**src/rtl/bram_fifo_pkg.sv**
```systemverilog
// Shared types and helpers for the block-RAM backed streaming FIFO.
package bram_fifo_pkg;

    typedef enum logic [1:0] {
        OCC_EMPTY = 2'd0,
        OCC_ONE   = 2'd1,
        OCC_TWO   = 2'd2
    } occ_t;

    // Explicit wrap keeps the helper correct even if depth were not a power of 2.
    function automatic int ptr_inc(input int ptr, input int depth);
        return (ptr == depth - 1) ? 0 : ptr + 1;
    endfunction

endpackage

```
**src/rtl/bram_fifo_ctrl_if.sv**
```systemverilog
// Producer/consumer stream bundle of the FIFO controller.
interface bram_fifo_ctrl_if #(
    parameter int W = 8,
    parameter int D = 128
);
    localparam int CW = $clog2(D + 3);

    logic          in_valid;
    logic          in_ready;
    logic [W-1:0]  in_data;
    logic          out_valid;
    logic          out_ready;
    logic [W-1:0]  out_data;
    logic [CW-1:0] count;
    logic          empty;

    modport master (
        output in_valid, in_data, out_ready,
        input  in_ready, out_valid, out_data, count, empty
    );

    modport slave (
        input  in_valid, in_data, out_ready,
        output in_ready, out_valid, out_data, count, empty
    );
endinterface

```
**src/rtl/fifo_skid2.sv**
```systemverilog
// Two-entry register FIFO that absorbs RAM read data and presents the stream head.
module fifo_skid2
    import bram_fifo_pkg::*;
#(
    parameter int W = 8
) (
    input  logic         clk,
    input  logic         rst,
    input  logic         s_valid_i,
    output logic         s_ready_o,
    input  logic [W-1:0] s_data_i,
    output logic         m_valid_o,
    input  logic         m_ready_i,
    output logic [W-1:0] m_data_o,
    output occ_t         occ_o
);
    occ_t         occ_q, occ_d;
    logic [W-1:0] head_q, head_d, tail_q, tail_d;
    logic         take, give;

    assign m_valid_o = (occ_q != OCC_EMPTY);
    assign s_ready_o = (occ_q != OCC_TWO) || m_ready_i;
    assign m_data_o  = head_q;
    assign occ_o     = occ_q;
    assign take      = s_valid_i & s_ready_o;
    assign give      = m_valid_o & m_ready_i;

    // The head register is left untouched when the stage drains, so out_data holds its last word.
    always_comb begin
        // NOTE: defaults first so every path assigns every _d signal and no latch is inferred.
        occ_d  = occ_q;
        head_d = head_q;
        tail_d = tail_q;
        unique case (occ_q)
            OCC_EMPTY: if (take) begin
                head_d = s_data_i;
                occ_d  = OCC_ONE;
            end
            OCC_ONE: unique case ({take, give})
                2'b10: begin tail_d = s_data_i; occ_d = OCC_TWO;   end
                2'b01: begin                    occ_d = OCC_EMPTY; end
                2'b11: begin head_d = s_data_i;                    end
                default: ;
            endcase
            OCC_TWO: if (give) begin
                head_d = tail_q;
                if (take) tail_d = s_data_i;
                else      occ_d  = OCC_ONE;
            end
            default: occ_d = OCC_EMPTY;
        endcase
    end

    always_ff @(posedge clk) begin
        if (rst) begin
            occ_q  <= OCC_EMPTY;
            head_q <= '0;
            tail_q <= '0;
        end else begin
            occ_q  <= occ_d;
            head_q <= head_d;
            tail_q <= tail_d;
        end
    end
endmodule

```
**src/rtl/mem2p_sw_sr.sv**
```systemverilog
// Two-port block RAM: synchronous write on port 1, registered read on port 2.
module mem2p_sw_sr #(
    parameter int W = 8,
    parameter int D = 128
) (
    input  logic                 clk,
    input  logic                 we1,
    input  logic [$clog2(D)-1:0] addr1,
    input  logic [W-1:0]         din1,
    input  logic                 re2,
    input  logic [$clog2(D)-1:0] addr2,
    output logic [W-1:0]         dout2
);
    logic [W-1:0] mem [D];

    // NOTE: no reset on the array or read register, so the tools can map it onto block RAM.
    always_ff @(posedge clk) begin
        if (we1) mem[addr1] <= din1;
        if (re2) dout2 <= mem[addr2];
    end
endmodule

```
**src/rtl/bram_fifo_ctrl.sv**
```systemverilog
// Valid/ready FIFO built on mem2p_sw_sr, with a 2-entry prefetch stage hiding the read latency.
module bram_fifo_ctrl
    import bram_fifo_pkg::*;
#(
    parameter int W = 8,
    parameter int D = 128
) (
    input logic              clk,
    input logic              rst,
    bram_fifo_ctrl_if.slave  bus
);
    localparam int AW = $clog2(D);
    localparam int CW = $clog2(D + 3);

    logic [AW-1:0] wr_ptr_q, wr_ptr_d, rd_ptr_q, rd_ptr_d;
    logic [AW:0]   mem_cnt_q, mem_cnt_d;
    logic [CW-1:0] count_q, count_d;
    logic          inflight_q, inflight_d;

    logic          in_ready, push, pop, issue, cap_ready, stage_valid;
    logic [W-1:0]  dout2;
    logic [2:0]    pipe_occ;
    occ_t          occ;

    // Registered state only: no combinational path from in_valid or out_ready.
    assign in_ready = (mem_cnt_q != (AW + 1)'(D));
    assign push     = bus.in_valid & in_ready;
    assign pop      = stage_valid & bus.out_ready;

    // Words already committed downstream of the RAM: stage entries plus the read in flight.
    assign pipe_occ = {1'b0, occ} + {2'b00, inflight_q};
    assign issue    = (mem_cnt_q != '0) && (pipe_occ < (3'd2 + {2'b00, pop}));

    always_comb begin
        wr_ptr_d   = wr_ptr_q;
        rd_ptr_d   = rd_ptr_q;
        mem_cnt_d  = mem_cnt_q;
        count_d    = count_q;
        inflight_d = issue;
        if (push)  wr_ptr_d = AW'(ptr_inc(32'(wr_ptr_q), D));
        if (issue) rd_ptr_d = AW'(ptr_inc(32'(rd_ptr_q), D));
        unique case ({push, issue})
            2'b10:   mem_cnt_d = mem_cnt_q + 1'b1;
            2'b01:   mem_cnt_d = mem_cnt_q - 1'b1;
            default: ;
        endcase
        unique case ({push, pop})
            2'b10:   count_d = count_q + 1'b1;
            2'b01:   count_d = count_q - 1'b1;
            default: ;
        endcase
    end

    // NOTE: state registers use non-blocking assignments so every flop samples pre-edge values.
    always_ff @(posedge clk) begin
        if (rst) begin
            wr_ptr_q   <= '0;
            rd_ptr_q   <= '0;
            mem_cnt_q  <= '0;
            count_q    <= '0;
            inflight_q <= 1'b0;
        end else begin
            wr_ptr_q   <= wr_ptr_d;
            rd_ptr_q   <= rd_ptr_d;
            mem_cnt_q  <= mem_cnt_d;
            count_q    <= count_d;
            inflight_q <= inflight_d;
        end
    end

    mem2p_sw_sr #(.W(W), .D(D)) u_mem (
        .clk   (clk),
        .we1   (push),
        .addr1 (wr_ptr_q),
        .din1  (bus.in_data),
        .re2   (issue),
        .addr2 (rd_ptr_q),
        .dout2 (dout2)
    );

    fifo_skid2 #(.W(W)) u_stage (
        .clk       (clk),
        .rst       (rst),
        .s_valid_i (inflight_q),
        .s_ready_o (cap_ready),
        .s_data_i  (dout2),
        .m_valid_o (stage_valid),
        .m_ready_i (bus.out_ready),
        .m_data_o  (bus.out_data),
        .occ_o     (occ)
    );

    // The issue rule reserves a stage slot, so returning read data is never refused.
    capture_never_blocked: assert property (@(posedge clk) disable iff (rst) inflight_q |-> cap_ready);

    assign bus.in_ready  = in_ready;
    assign bus.out_valid = stage_valid;
    assign bus.count     = count_q;
    assign bus.empty     = (count_q == '0);
endmodule

```
**src/flat_wrapper.sv**
```systemverilog
// flat-port wrapper written by rule: the top's interface ports become plain ports
module bram_fifo_ctrl_flat import bram_fifo_pkg::*;
#(
    parameter int W = 8,
    parameter int D = 128
)
  (clk, rst, bus_in_valid, bus_in_data, bus_out_ready, bus_in_ready, bus_out_valid, bus_out_data, bus_count, bus_empty);
  bram_fifo_ctrl_if #(.W(W), .D(D)) bus_i ();
  input logic clk;
  input logic rst;
  input wire logic [$bits(bus_i.in_valid)-1:0] bus_in_valid;
  input wire logic [$bits(bus_i.in_data)-1:0] bus_in_data;
  input wire logic [$bits(bus_i.out_ready)-1:0] bus_out_ready;
  output wire logic [$bits(bus_i.in_ready)-1:0] bus_in_ready;
  output wire logic [$bits(bus_i.out_valid)-1:0] bus_out_valid;
  output wire logic [$bits(bus_i.out_data)-1:0] bus_out_data;
  output wire logic [$bits(bus_i.count)-1:0] bus_count;
  output wire logic [$bits(bus_i.empty)-1:0] bus_empty;
  assign bus_i.in_valid = bus_in_valid;
  assign bus_i.in_data = bus_in_data;
  assign bus_i.out_ready = bus_out_ready;
  assign bus_in_ready = bus_i.in_ready;
  assign bus_out_valid = bus_i.out_valid;
  assign bus_out_data = bus_i.out_data;
  assign bus_count = bus_i.count;
  assign bus_empty = bus_i.empty;
  bram_fifo_ctrl #(.W(W), .D(D)) u_core (.clk(clk), .rst(rst), .bus(bus_i));
endmodule
```
**config.mk**
```make
export PLATFORM = sky130hd
export DESIGN_NAME = bram_fifo_ctrl_flat
export DESIGN_NICKNAME = d
export VERILOG_FILES = /design/src/rtl/bram_fifo_pkg.sv /design/src/rtl/bram_fifo_ctrl_if.sv /design/src/rtl/fifo_skid2.sv /design/src/rtl/mem2p_sw_sr.sv /design/src/rtl/bram_fifo_ctrl.sv /design/src/flat_wrapper.sv
export SDC_FILE = /design/constraint.sdc
export NUM_CORES = 1
export LEC_CHECK = 0
export BUFFER_PORTS_ARGS = -buffer_cell sky130_fd_sc_hd__buf_4
export CORE_MARGIN = 10
export CORE_UTILIZATION = 51
export CTS_CLUSTER_SIZE = 8
export DETAILED_ROUTE_END_ITERATION = 6
export PLACE_DENSITY = 0.69
export SLEW_MARGIN = 0
export SYNTH_ARGS = -nofsm -noshare
export SYNTH_HDL_FRONTEND = slang
export SYNTH_SLANG_ARGS = --single-unit
```
**constraint.sdc**
```tcl
create_clock -name clk -period 3.4 [get_ports clk]
set_input_delay 0.68 -clock clk [delete_from_list [all_inputs] [get_ports clk]]
set_output_delay 0.68 -clock clk [all_outputs]
set_load 0.03 [all_outputs]
```
==> impl_results.md <==
- R2r setup slk: 50 ps
- Slowest cell on the critical path: a2111oi_0
- CP peak stage delay: approximately 850 ps
- Worst Hold Class: primary input to flip-flop
- Critical path fanouts, max: 26
- Worst-case clock buffer depth: 3
- Syn. warnings: 0
- Area grow syn2layout: 15.83%
- RePlAce Congestion: between 0.9 and 1
- Met3 GRT Util: 0.05242
- Hold depth: 3
- Maximum clock rate: 298.7 MHz
- GRT busiest layer: met2
- Period minus WS final: 3348 ps
- Worst path cell trace: buf_12 -> buf_4 -> mux4_2 -> a22o_1 -> a2111oi_0 -> or4_1 -> a32oi_1
- Nets: 2488
- Sink Count: 1081
- CTS clk-pin slew, worst paths: 50 ps
- Grt ovf: 0
- RR Startpoint: u_core.rd_ptr_q[0]
- Relative slew slack: 0.3120
- PortBufs: 30
- Setup Skew: just over 50 ps
- Worst endpoint required time: approximately 3900 ps
- Most common cell after layout, fill and taps aside: edfxtp_1
- Routed vias: 22910
- Cells after Synth: 2202
- Worst setup EP type: flip-flop
- Status: completed
- Die ar.: 95690 µm²
- Post-route ant nets: 0
- Total wire length: 106300 µm
- Crit start category: flip-flop
- Pwr Density: 711.4 nW/µm²
- Post-synth net total: 2234
- Largest net degree at the start of global routing: 77
- Crit Path Class: flip-flop to flip-flop
- Detailed Routing Iterations Pass 1: 5
- Post-synth EDFFs: 1032
- Vias in the first global route: 23260
- Synth Register Bits: 1081
- Commonest cells after routing, fill and taps aside: 1032 x edfxtp_1, 211 x mux4_2, 203 x buf_4
- Routed WL per cell: 29.71 µm
- Worst r2r path cells: 7
- Worst skew pair latency: 740 ps
- Pre-CTS setup slack: 139.9 ps
- Rows: 106
- Num CTS Buffers: 153
- Routing usage on met2: 0.3563
- Final Cycle Share: 0.9847
- Worst r2r dst: u_core.u_mem.dout2[6]
- Min-delay src: bus_in_valid
- Synth cell types: 69
- Post-Syn Area per Cell: about 19 µm²
- Layout cell share with drive strength beyond 1: 0.2495
- DRC Markers: 0
- Initial antenna violation count: 2
- Ys async rst share: 0
- Boundary Pins: 31
- Setup ws final: 51.91 ps
- Worst Max-Slew Pin Slew: slightly above 1000 ps
- Drt via density: 6.404
- Peak VDD IR: roughly 0.60 mV
- ANT cells: 0
- Sequential share of the synthesized area: 0.7488
- Total leakage power: approximately 0.016 µW
- Max-slew violation count: 0
- Global Route Usage Sum: 0.2244
- H-tree depth: 4
- Met1 Usage GRT: 0.3002
- Die Y: around 310 µm
- CTS root buf: clkbuf_16
- Die Width: 309.3 µm
- Syn Std Cell Area: 42690 µm²
- Starting Density: 0.5126
- Ys flop type: edfxtp_1
- Data arrival, critical path: 3800 ps
- Setup violations, final: 0
- Hold worst-path end: u_core.wr_ptr_q[1]
- Final Hold Viols: 0
- Post-detail-place hpwl: roughly 67000 µm
- First-pass GRT wire length: about 160000 µm
- Initial DRC count: about 2800
- WHS: 277.4 ps
- CTS tree: yes
- Number of max-cap violations: 0
- Core area: 83290 µm²
## worst max path at each step
stage                                   start                    end  slack (ps)  depth (start not counted)
after global routing      u_core.mem_cnt_q[3]    u_core.mem_cnt_q[7]          -7                          9
after floorplan                 bus_out_ready    u_core.mem_cnt_q[7]          30                         10
after CTS                 u_core.mem_cnt_q[3]    u_core.mem_cnt_q[7]          90                          9
final                      u_core.rd_ptr_q[0]  u_core.u_mem.dout2[6]          50                          7
after detailed placement  u_core.mem_cnt_q[3]    u_core.mem_cnt_q[7]         140                          9
after global placement    u_core.mem_cnt_q[3]    u_core.bus.count[7]         170                          9
## metal layers
layer	wire, µm	share of wire
met1	41120	0.39
met2	51110	0.48
met3	10030	0.094
met4	3993	0.038
met5	9	0.000085
## synth_stat cells (16+ instances only)
library cell	count	share of area
a211oi_1	16	0.0028
a21oi_1	41	0.0048
a221oi_1	19	0.0039
a22oi_1	22	0.0039
buf_2	39	0.0046
clkbuf_1	41	0.0036
dfxtp_1	49	0.023
edfxtp_1	1032	0.73
ha_1	18	0.0053
inv_1	16	0.0014
mux2i_1	132	0.031
mux4_2	211	0.11
nand2_1	52	0.0046
nand3_1	31	0.0036
nor2_1	198	0.017
o221ai_1	21	0.0043
o22ai_1	17	0.0025
## where the power goes
part / internal (µW) / switching [µW] / total (µW)
clock network: 8190 / 5490 / 13700
logic: 2890 / 3430 / 6320
registers: 14900 / 318 / 15200
## state kept, by name, summed over array words and instances (netlist names)
signal                   count
u_core.u_stage.tail_q        8
u_core.mem_cnt_q             8
u_core.bus.count             8
u_core.u_mem.mem          1024
u_core.inflight_q            1
u_core.u_stage.m_data_o      8
u_core.u_mem.dout2           8
u_core.u_stage.occ_o         2
u_core.rd_ptr_q              7
u_core.wr_ptr_q              7
## kinds of logic after synthesis
family / synth area share
DFF: 0.7488
xor gates and xnor gates: 0.003898
buffers and inverters: 0.01720
muxes: 0.1461
and+or+nand+nor: 0.03804
AOI/OAI and AO/OA: 0.03971
adders and majority gates: 0.006213
## metrics by stage
step,total power (µW),std cells,util,TNS (ps),cell area [µm²]
floorplan,19680,2202,-,0,42690
global placement,21640,3381,0.5427,0,45200
detailed placement,21740,3381,0.5427,0,45200
CTS,35380,3577,0.5937,0,49450
global route,36350,3577,0.5938,-6.870,49450
finish,35180,3577,0.5938,0,49450
## cell type report
type                            count  area [µm²]
Clock inverter                     16       321.6
Tap cell                         1080        1351
Clock buffer                      180        3930
Multi-Input combinational cell    986       10000
Inverter                           17       63.81
Fill cell                        5885       33840
Sequential cell                  1081       31980
Timing Repair Buffer              217        1804
## timing repair
action | 4_1_cts | 5_1_grt
buffers inserted | 0 | 0
hold buffers | 0 | 0
resized for setup | 0 | 1
hold endpoints to repair | 0 | 0
setup endpoints to repair | 0 | 5
## worst max-delay path, delay by kind of cell (launching register included)
family	cells	cell delay, ps
flip-flops	1	530
AO/OA/AOI/OAI	3	1170
AND/OR/NAND/NOR	1	330
multiplexers	1	530
buffers and inverters	2	500
Note: power is estimated with default switching activity, not from simulation.
